File: src/rtl/level_gen.sv
// Rebuilds a clean level from one-cycle rise/fall requests, enforcing a minimum
// hold time, buffering one pending change and cancelling glitch pairs.
module level_gen #(
    parameter int unsigned MIN_HOLD = 4
) (
    input  logic clk,
    input  logic reset,
    input  logic rise_i,
    input  logic fall_i,
    output logic level_o,
    output logic rise_o,
    output logic fall_o,
    output logic busy_o,
    output logic pend_o,
    output logic err_o
);

    localparam int unsigned HW = $clog2(MIN_HOLD + 1);
    localparam logic [HW-1:0] HOLD_LOAD = HW'(MIN_HOLD - 1);

    logic [HW-1:0] hold_cnt;
    logic [HW-1:0] cnt_n;
    logic          pend_v;
    logic          pend_n;
    logic          lvl_n;
    logic          err_n;
    logic          rel;
    logic          target;

    // Pending release is resolved first; the request then sees the post-release target.
    always_comb begin
        lvl_n  = level_o;
        pend_n = pend_v;
        cnt_n  = (hold_cnt != '0) ? hold_cnt - HW'(1) : '0;
        err_n  = 1'b0;
        rel    = pend_v && (hold_cnt == '0);

        if (rel) begin
            lvl_n  = ~level_o;
            pend_n = 1'b0;
            cnt_n  = HOLD_LOAD;
        end

        target = pend_n ? ~lvl_n : lvl_n;

        if (rise_i && fall_i) begin
            err_n = 1'b1;
        end else if (rise_i || fall_i) begin
            if (rise_i == target) begin
                err_n = 1'b1;
            end else if (pend_n) begin
                pend_n = 1'b0;
            end else if (!rel && (hold_cnt == '0)) begin
                lvl_n = ~lvl_n;
                cnt_n = HOLD_LOAD;
            end else begin
                pend_n = 1'b1;
            end
        end
    end

    always_ff @(posedge clk or negedge reset) begin
        if (!reset) begin
            level_o  <= 1'b0;
            rise_o   <= 1'b0;
            fall_o   <= 1'b0;
            err_o    <= 1'b0;
            pend_v   <= 1'b0;
            hold_cnt <= '0;
        end else begin
            level_o  <= lvl_n;
            rise_o   <= lvl_n & ~level_o;
            fall_o   <= ~lvl_n & level_o;
            err_o    <= err_n;
            pend_v   <= pend_n;
            hold_cnt <= cnt_n;
        end
    end

    assign busy_o = (hold_cnt != '0);
    assign pend_o = pend_v;

endmodule

File: config.mk
export PLATFORM = sky130hd
export DESIGN_NAME = level_gen
export DESIGN_NICKNAME = d
export VERILOG_FILES = /design/src/rtl/level_gen.sv
export SDC_FILE = /design/constraint.sdc
export NUM_CORES = 1
export LEC_CHECK = 0
export BUFFER_PORTS_ARGS = -buffer_cell sky130_fd_sc_hd__buf_4
export CAP_MARGIN = 20
export CELL_PAD_IN_SITES_DETAIL_PLACEMENT = 1
export CELL_PAD_IN_SITES_GLOBAL_PLACEMENT = 1
export CORE_MARGIN = 10
export CORE_UTILIZATION = 39
export DETAILED_ROUTE_END_ITERATION = 10
export PLACE_DENSITY = 0.81
export SLEW_MARGIN = 20
export SYNTH_ARGS = -nofsm -noshare
export SYNTH_HDL_FRONTEND = slang
export SYNTH_SLANG_ARGS = --single-unit
File: constraint.sdc
create_clock -name clk -period 2.8 [get_ports clk]
set_input_delay 0.14 -clock clk [delete_from_list [all_inputs] [get_ports clk]]
set_output_delay 0.14 -clock clk [all_outputs]
set_load 0.005 [all_outputs]
==> impl_results.md, run 1 <==
- # diodes: 0
- Max clock buf depth: 2
- Lkg Pwr: about 0.32 nW
- TritonCTS Buffers: 3
- Crit path time final: 2.09 ns
- DP Cell Count: 77
- PwrDens: 1090 nW/um^2
- Worst Setup End Kind: register
- # setup viols final: 0
- # fillers: 155
- DR pass1 iterations: 2
- RSZ-0062 raised after global routing: no
- Reg-to-Reg Start: hold_cnt[0]
- Worst-path cell chain: inv_1 -> ha_1 -> nor2b_1 -> buf_4 -> inv_1 -> ha_1 -> and4bb_1 -> mux2_4 -> xnor2_2 -> xor2_1
- Max-Cap Viols: 0
- First-pass GRT wire length: ~1900 microns
- Syn avg cell area: 9.74 sq um
- Critical R2R Capture: level_o
- Ys async rst share: 100%
- Crit path largest cell delay: approximately 0.32 ns
- Mean routed wirelength per cell: 14.1 microns
- Multi-input logic area: 298 sq um
- Main flop type after synthesis: dfrtp_1
- DRC: 0
- Largest net degree at the start of global routing: 11
- Starting DRT DRC Count: 3
- Crit path kind: reg2reg
- Crit path required time: around 3.0 ns
- CP max stage cell: dfrtp_1
- CORE AREA: 1320 sq um
- Max-slew headroom: about four fifths
- Register area: 200 sq um
- Fmax: roughly 0.48 GHz
- Post-CTS Setup Repair Bufs: 0
- DP HPWL: 893 microns
- Flops & latches, synth: 8
- Clk_lat worst skew: 0.25 ns
- Family with the most delay on the worst path: adder cells
- Critical Path Start: hold_cnt[0]
- Syn Inst Count: 56
- CTS root buf: clkbuf_4
- Clock Sinks: 8
- Non-Filler Instances: 81
- H-tree depth: 1
- EDFF count, synth: 0
- Final Net Count: 76
- Setup TNS: 0 ns
- Critical path depth: 10
- Initial antenna violation count: 0
- Worst hold path class: in2reg
- Slew @ Worst Pin: 0.318 ns
- Via count: 407
- Die area: 3290 sq um
- Worst hold slack: between 0.1 and 0.15 ns
- Status: finished, final reports clean
- Reg2reg setup slack: 0.71 ns
- Seq/Total Area, Yosys: 36.7%
- Routed WL: ~1100 microns
- CTS clk-pin slew, worst paths: 0.05 ns
- Synth unique cells: 26
- Placed cell area: 614 sq um
- Synthesized cell area: ~550 sq um
- Worst setup path endpoint: level_o
- RePlAce Congestion: roughly 0.79
- Die Y: 57.4 microns
- Post-route design area: ~650 sq um
- Synth Net Count: 64
- Most common cell after layout, fill and taps aside: buf_4
- Vias in the first global route: 425
- Starting Density: 41.4%
- Peak supply drop: 0.380 mV
- CP startpoint kind: register
- Final hold vios: 0
- Reg2Reg Depth: 10
- Placement Rows: 13
- DIE WIDTH: roughly 57 microns
- Layout cells sized above 1: between 30% and 40%
- CP max FO: 7
- CTS tree: done
- I/O pin total: 10
- YS warnings: 0
- Final Skew: 0.00774 ns
- Tcrit/Tclk final: 74.7%
- Total grt overflow: 0
- Tot GR Track Use: 7.81%
- Critical Path AT: 2.25 ns
- Power, Total: 706 uW
- Critical path buffers and inverters: 3
- Final Max Tran Viols: 0
- Commonest cells after routing, fill and taps aside: 10 x buf_4, 8 x dfrtp_1, 7 x nor2_1
- DRT antenna net count: 0
- Area grow syn2layout: 18.6%
- Port Buffer Count: 9
- Via density: 5.02
repair_timing:
action,CTS,global route
hold buffers,1,0
endpoints found under the hold margin,8,0
gates resized for setup,0,0
worst reg2reg max path, stage by stage (launching register included):
cell and delay (ns):
dfrtp_1 0.32, inv_1 0.06, ha_1 0.21, nor2b_1 0.13, buf_4 0.15, inv_1 0.05
ha_1 0.18, and4bb_1 0.22, mux2_4 0.30, xnor2_2 0.18, xor2_1 0.21
how the worst min path moves through the flow:
| stage | startpoint | to | slack (ns) | depth (start not counted) |
|---|---|---|---|---|
| final | fall_i | pend_o | 0.13 | 2 |
| after global routing | fall_i | pend_o | 0.14 | 2 |
| after CTS | fall_i | pend_o | 0.12 | 2 |
| after global placement | reset | level_o | -0.04 | 1 |
| after floorplan | reset | err_o | -0.16 | 0 |
| after detailed placement | reset | err_o | -0.04 | 1 |
per-stage QoR:
stage	utilization [%]	setup slack, ns
finish	49.1	0.709
global placement	46.6	0.791
global route	49.1	0.540
detailed placement	46.6	0.727
CTS	49.1	0.687
floorplan	-	0.777
logic make-up (layout without fill, tap and decap cells):
group / Yosys count / in the layout / share of synthesized area (%)
xor gates and xnor gates: 3 / 3 / 7.57
muxes: 4 / 4 / 8.71
AOI/OAI and AO/OA: 8 / 8 / 8.72
adders and majority gates: 4 / 4 / 9.17
buffers and inverters: 10 / 20 / 8.71
and+or+nand+nor: 19 / 19 / 20.4
DFF: 8 / 8 / 36.7
flip-flops by register name (all words and copies together) (netlist names):
signal    count
level_o       1
fall_o        1
err_o         1
pend_o        1
rise_o        1
hold_cnt      3
where the power goes:
part	internal, mW	switching (mW)
combinational	0.203	0.193
sequential	0.170	0.0535
clock	0.0489	0.0372
per-layer routing:
layer	global-route usage, %	part of all wire (%)
met3	2.65	6.4
met1	7.75	44
met5	0	0
met2	10.7	43
met4	11.1	6.3
area by class of cell:
cell class              count  area share, %
clock buffers               3           3.48
inverters                   6           3.48
multi-input cells          38           46.0
flip-flops and latches      8           30.9
well taps                  15           2.90
repair buffers             11           13.2
synthesized netlist by cell type (2+ instances only):
cell	n	share of area, %
dfrtp_1	8	37
nand2_1	2	1.4
nor2b_1	3	3.4
mux2_2	2	4.1
and4bb_1	2	4.6
a21oi_1	2	1.8
inv_1	6	4.1
o21ai_0	3	2.8
nor2_1	7	4.8
ha_1	4	9.2
buf_2	2	1.8
Note: power is estimated with default switching activity, not from simulation.
==> run 2, diff against run 1 <==
Settings changed: CORE_UTILIZATION 39 to 35, PLACE_DENSITY 0.81 to 0.77.
Clock period 2.8 ns to 1.7 ns, I/O delays scaled along.
==> run 2 against run 1 <==
  * Sequential cell count unchanged
  * Highest routed layer unchanged
  * Core utilization up 3.9 points
  * Die area up 7.4%
  * Clock-buffer cell count unchanged
  * The flow now finishes with violations (negative setup slack)
  * Non-clock buffer count up 10
  * Sequential power up 57%
  * Sequential share of layout area down 5.6 points
  * Hold slack worse by 0.060 ns
  * Clock skew down 0.0055 ns
  * Critical path depth down 1
==> impl_results.md, run 2 (synthesis results as in run 1) <==
- Status: finished, violations left
- Failing checks: negative setup slack
- Worst Setup End Kind: register
- RSZ-0062 raised after global routing: yes
- TritonCTS Buffers: 3 (unchanged)
- Max clock buf depth: 2 (unchanged)
- Reg2reg setup slack: -0.1 ns (-0.81 ns)
- Met3 global-route usage: 3.43% (+0.78 points)
- # setup viols final: 6 (+6)
- Crit path time final: 1.80 ns (-0.291 ns)
- Port Buffer Count: 9 (unchanged)
- I/O pin total: 10 (unchanged)
- Largest net degree at the start of global routing: 11 (unchanged)
- CTS clk-pin slew, worst paths: 0.06 ns (about the same)
- Power, Total: 1.52 mW (+110%)
- Initial antenna violation count: 0 (unchanged)
- Die Y: 59.5 microns (+3.6%)
- Max-Cap Viols: 0 (unchanged)
- Total grt overflow: 0 (unchanged)
- Layout cells sized above 1: 51.3% (+21 points)
- Non-Filler Instances: 92 (+14%)
- Routed WL: 1370 microns (+20%)
- Clk_lat worst skew: 0.25 ns (about the same)
- Die area: 3540 sq um (+7.4%)
- Vias in the first global route: 512 (+20%)
- Most common cell after layout, fill and taps aside: buf_4
- Critical Path AT: 1.98 ns (-0.27 ns)
- RePlAce Congestion: 0.757 (-4.4%)
- Final Net Count: 86 (+13%)
- DR pass1 iterations: 2 (unchanged)
- Final Skew: 0.00225 ns (-0.00549 ns)
- Placement Rows: 14 (+1)
- Peak supply drop: 0.673 mV (+77%)
- PwrDens: 1920 nW/um^2 (+76%)
- First-pass GRT wire length: 2390 microns (+25%)
- Pre-CTS WS: -0.198 ns (-0.926 ns)
- Slew @ Worst Pin: 0.369 ns (+0.0504 ns)
- Worst hold path class: in2reg
- Commonest cells after routing, fill and taps aside: 20 x buf_4, 8 x dfrtp_1, 7 x nor2_1
- Starting Density: 36.6% (-4.8 points)
- DIE WIDTH: 59.5 microns (+3.6%)
- Grt met1 use: 9.28% (+1.5 points)
- Setup slack after layout: -0.0996 ns (-0.809 ns)
- Largest register FFs: 3 (unchanged)
- Max-slew headroom: 75.4% (-3.4 points)
- Lkg Pwr: 0.376 nW (+17%)
- Met2 Track Usage GR: 14.9% (+4.1 points)
- Final hold vios: 0 (unchanged)
- H-tree depth: 1 (unchanged)
- Via count: 459 (+13%)
- Starting DRT DRC Count: 2 (-1)
- Tcrit/Tclk final: 106% (+31 points)
- Mean routed wirelength per cell: 14.9 microns (+5.9%)
- DP HPWL: 993 microns (+11%)
- CORE AREA: 1490 sq um (+13%)
- Largest reg by FF count: hold_cnt
- Final Max Tran Viols: 0 (unchanged)
- Tot GR Track Use: 8.90% (+1.1 points)
- Fmax: 0.556 GHz (+16%)
- DP Cell Count: 86 (+12%)
- CTS tree: done
- # diodes: 0 (unchanged)
- Via density: 4.99 (-0.71%)
- DRT antenna net count: 0 (unchanged)
- Crit path required time: 1.88 ns (-1.08 ns)
- Grt peak-use layer: met2
- Worst hold slack: 0.0719 ns (-0.0601 ns)
- Final Core Density: 53.0% (+3.9 points)
- CP startpoint kind: register
- CTS root buf: clkbuf_4
- DRC: 0 (unchanged)
- CP max FO: 3 (-4)
- Crit path kind: reg2reg
- Area grow syn2layout: 44.7%
- Clock Sinks: 8 (unchanged)
- # fillers: 177 (+14%)
run 2: cell types whose count changed in the layout (fill, tap and decap cells not counted), moves of 2 or more:
| cell | change |
|---|---|
| buf_4 | +10 |
| ha_4 | +3 |
| ha_1 | -3 |
| inv_2 | +3 |
| inv_1 | -3 |
| nor2b_1 | -2 |
run 2: cell type report:
cell class / instances / area, sq um / area share (%)
Tap cell: 16 / 20.0 / 2.54
Clock buffer: 3 / 22.5 / 2.85
Timing Repair Buffer: 21 / 160 / 20.3
Sequential cell: 8 / 200 / 25.4
Inverter: 6 / 22.5 / 2.85
Multi-Input combinational cell: 38 / 364 / 46.1
run 2: power breakdown:
| part | leakage, nW | internal [mW] | switching, mW |
|---|---|---|---|
| Combinational | 0.264 | 0.561 | 0.457 |
| Clock | 0.0138 | 0.0809 | 0.0663 |
| Sequential | 0.0981 | 0.280 | 0.0696 |
run 2: through the flow:
step	TNS [ns]	instance area (sq um)
finish	-0.365	790
global route	-0.892	790
CTS	-0.491	772
detailed placement	-0.903	717
global placement	-0.600	717
floorplan	-0.422	591
run 2: critical path, cell delays in order, from the launching register on:
cell      delay [ns]
dfrtp_1         0.37
inv_2           0.08
ha_4            0.13
nor2b_4         0.19
inv_2           0.06
ha_4            0.16
and4bb_1        0.26
mux2_4          0.20
xnor2_4         0.13
xor2_1          0.15
run 2: path summary, 6_finish.rpt:
kind | start | to | cells after the start
setup / recovery | hold_cnt[0] | level_o | 9
hold / removal | fall_i | pend_o | 2
setup reg to reg | hold_cnt[0] | level_o | 9
hold reg to reg | hold_cnt[2] | hold_cnt[2] | 2
max in group asynchronous | reset | fall_o | 2
min in group asynchronous | reset | level_o | 2
run 2: metal layers:
layer,share of wire (%),up-vias,wire length (microns)
met1,41,223,562
met2,53,8,724
met3,5.7,2,78
met4,0.44,0,6
met5,0,-,0
li1,-,226,-
run 2: what timing repair did:
item	CTS	global route
buffers inserted	1	2
resized for setup	4	1
hold endpoints to repair	8	0
pin swaps	4	5
hold buffers	1	0
setup endpoints to repair	6	6
==> run 3, diff against run 2 <==
Settings changed: TNS_END_PERCENT set to 5.
==> run 3 against run 2 <==
  * Critical endpoint unchanged
  * Die area is the same
  * Global-route usage stayed put
  * Combinational power barely moved
  * Sequential share of layout area did not move
  * First-iteration DRC count unchanged
  * Clock-buffer cell count unchanged
  * Critical path type unchanged
  * Hold slack worse by 0.00077 ns
  * Non-clock buffer count did not move
  * Sequential cell count unchanged
  * The run still ends with negative setup slack left
  * Routed wire length is 0.66% lower
==> impl_results.md, run 3 (synthesis results as in run 1) <==
- Worst hold path class: in2reg
- CTS root buf: clkbuf_4
- RePlAce Congestion: 0.757 (unchanged)
- Largest register FFs: 3 (unchanged)
- DP Cell Count: 86 (unchanged)
- Net Switching: 588 uW (-0.83%)
- Slew @ Worst Pin: 0.344 ns (-0.0247 ns)
- Placement Rows: 14 (unchanged)
- Reg-to-Reg Start: hold_cnt[0]
- Clock power share: 9.7% (about the same)
- HP Start: fall_i
- Critical Path AT: 1.98 ns (about the same)
- DP HPWL: 993 microns (unchanged)
- DIE WIDTH: 59.5 microns (unchanged)
- I/O pin total: 10 (unchanged)
- Final hold vios: 0 (unchanged)
- Tot GR Track Use: 8.90% (unchanged)
- PwrDens: 1910 nW/um^2 (-0.34%)
- Internal power: 922 uW (about the same)
- Final Max Tran Viols: 0 (unchanged)
- DRT antenna net count: 0 (unchanged)
- Peak supply drop: 0.673 mV (about the same)
- Starting Density: 36.6% (unchanged)
- Worst Setup End Kind: register
- Port Buffer Count: 9 (unchanged)
- Total grt overflow: 0 (unchanged)
- Initial antenna violation count: 0 (unchanged)
- Clock Sinks: 8 (unchanged)
- Hold depth: 2 (unchanged)
- Critical R2R Capture: level_o
- Area grow syn2layout: 44.7% (unchanged)
- Max clock buf depth: 2 (unchanged)
- Largest net degree at the start of global routing: 11 (unchanged)
- Final Net Count: 86 (unchanged)
- CTS tree: done
- Via density: 4.98 (-0.22%)
- Final Skew: 0.00164 ns (-0.000610 ns)
- Commonest cells after routing, fill and taps aside: 20 x buf_4, 8 x dfrtp_1, 7 x nor2_1
- DR pass1 iterations: 2 (unchanged)
- Max-Cap Viols: 0 (unchanged)
- H-tree depth: 1 (unchanged)
- CP max FO: 3 (unchanged)
- Mean routed wirelength per cell: 14.8 microns (-0.66%)
- # diodes: 0 (unchanged)
- Fmax: 0.555 GHz (about the same)
- Via count: 458 (-0.22%)
- Failing checks: negative setup slack
- Die Y: 59.5 microns (unchanged)
- CORE AREA: 1490 sq um (unchanged)
- TritonCTS Buffers: 3 (unchanged)
- Setup slack after layout: -0.101 ns (-0.00169 ns)
- Most common cell after layout, fill and taps aside: buf_4
- Crit path required time: 1.88 ns (about the same)
- Status: finished, violations left
- Starting DRT DRC Count: 2 (unchanged)
- Reg2Reg Depth: 9 (unchanged)
- Power, Total: 1.51 mW (-0.34%)
- Reg2reg setup slack: -0.10 ns (about the same)
- CTS clk-pin slew, worst paths: 0.06 ns (about the same)
- First-pass GRT wire length: 2390 microns (unchanged)
- Crit path kind: reg2reg
- Non-Filler Instances: 92 (unchanged)
- Hold endpoint: pend_o
- Sequential Power Share: 23.2% (about the same)
- # setup viols final: 6 (unchanged)
- CP startpoint kind: register
- DRC: 0 (unchanged)
- Routed WL: 1360 microns (-0.66%)
- Lkg Pwr: 0.376 nW (about the same)
- Sw Ratio: 38.9% (-0.19 points)
- Clk_lat worst skew: 0.25 ns (about the same)
- Gate power share: 67.1% (about the same)
- Largest reg by FF count: hold_cnt
- Max-slew headroom: 77.0% (+1.6 points)
- Die area: 3540 sq um (unchanged)
- Crit path time final: 1.80 ns (+0.00169 ns)
- Layout cells sized above 1: 51.3% (unchanged)
- Tcrit/Tclk final: 106% (about the same)
- Vias in the first global route: 512 (unchanged)
- RSZ-0062 raised after global routing: yes
==> run 3: how the worst max path moves through the flow <==
stage / from / to / slack, ns
floorplan: hold_cnt[0] / level_o / -0.13
global placement: hold_cnt[1] / level_o / -0.15
detailed placement: hold_cnt[1] / level_o / -0.20
CTS: hold_cnt[1] / level_o / -0.12
global route: hold_cnt[1] / level_o / -0.21
finish: hold_cnt[0] / level_o / -0.10
==> run 3: through the flow <==
step | instance area, sq um | TNS, ns | hold slack [ns] | setup slack, ns | utilization (%)
after global placement | 717 | -0.600 | -0.0927 | -0.148 | 48.2
final | 790 | -0.348 | 0.0711 | -0.101 | 53.0
after detailed placement | 717 | -0.903 | -0.0910 | -0.198 | 48.2
after global routing | 790 | -0.879 | 0.0844 | -0.214 | 53.0
after floorplan | 591 | -0.422 | -0.211 | -0.129 | -
after CTS | 772 | -0.491 | 0.0727 | -0.124 | 51.8
==> run 3: per-layer routing <==
layer,global-route usage [%],wire length (microns),vias up
li1,-,-,227
met1,9.28,555,221
met2,14.9,723,8
met3,3.43,78,2
met4,4.92,6,0
met5,0,0,-
==> run 3: worst max-delay path: stages (launching register included) <==
cell and delay, ns:
dfrtp_1 0.37, inv_2 0.08, ha_4 0.13, nor2b_4 0.19, inv_2 0.06, ha_4 0.16, and4bb_1 0.26, mux2_4 0.20
xnor2_4 0.13, xor2_1 0.16
==> run 3: layout make-up <==
cell class / instances / area, sq um
multi-input cells: 38 / 364
repair buffers: 21 / 160
well taps: 16 / 20.0
clock buffers: 3 / 22.5
flip-flops and latches: 8 / 200
fillers: 177 / 699
inverters: 6 / 22.5
==> run 3: power by group through the flow <==
stage                     registers (mW)  logic (mW)  clock network [mW]
after floorplan                    0.349       0.587                   0
after global placement             0.346       0.885                   0
after detailed placement           0.347       0.929                   0
after CTS                          0.351       0.987               0.150
after global routing               0.363        1.13               0.162
final                              0.350        1.01               0.147
==> run 3: repair_timing <==
item / in CTS / in global routing
pin swaps: 4 / 4
setup buffers: 1 / 2
gates resized for setup: 4 / 1
setup endpoints to repair: 6 / 6
hold endpoints to repair: 8 / 0
hold buffers: 1 / 0
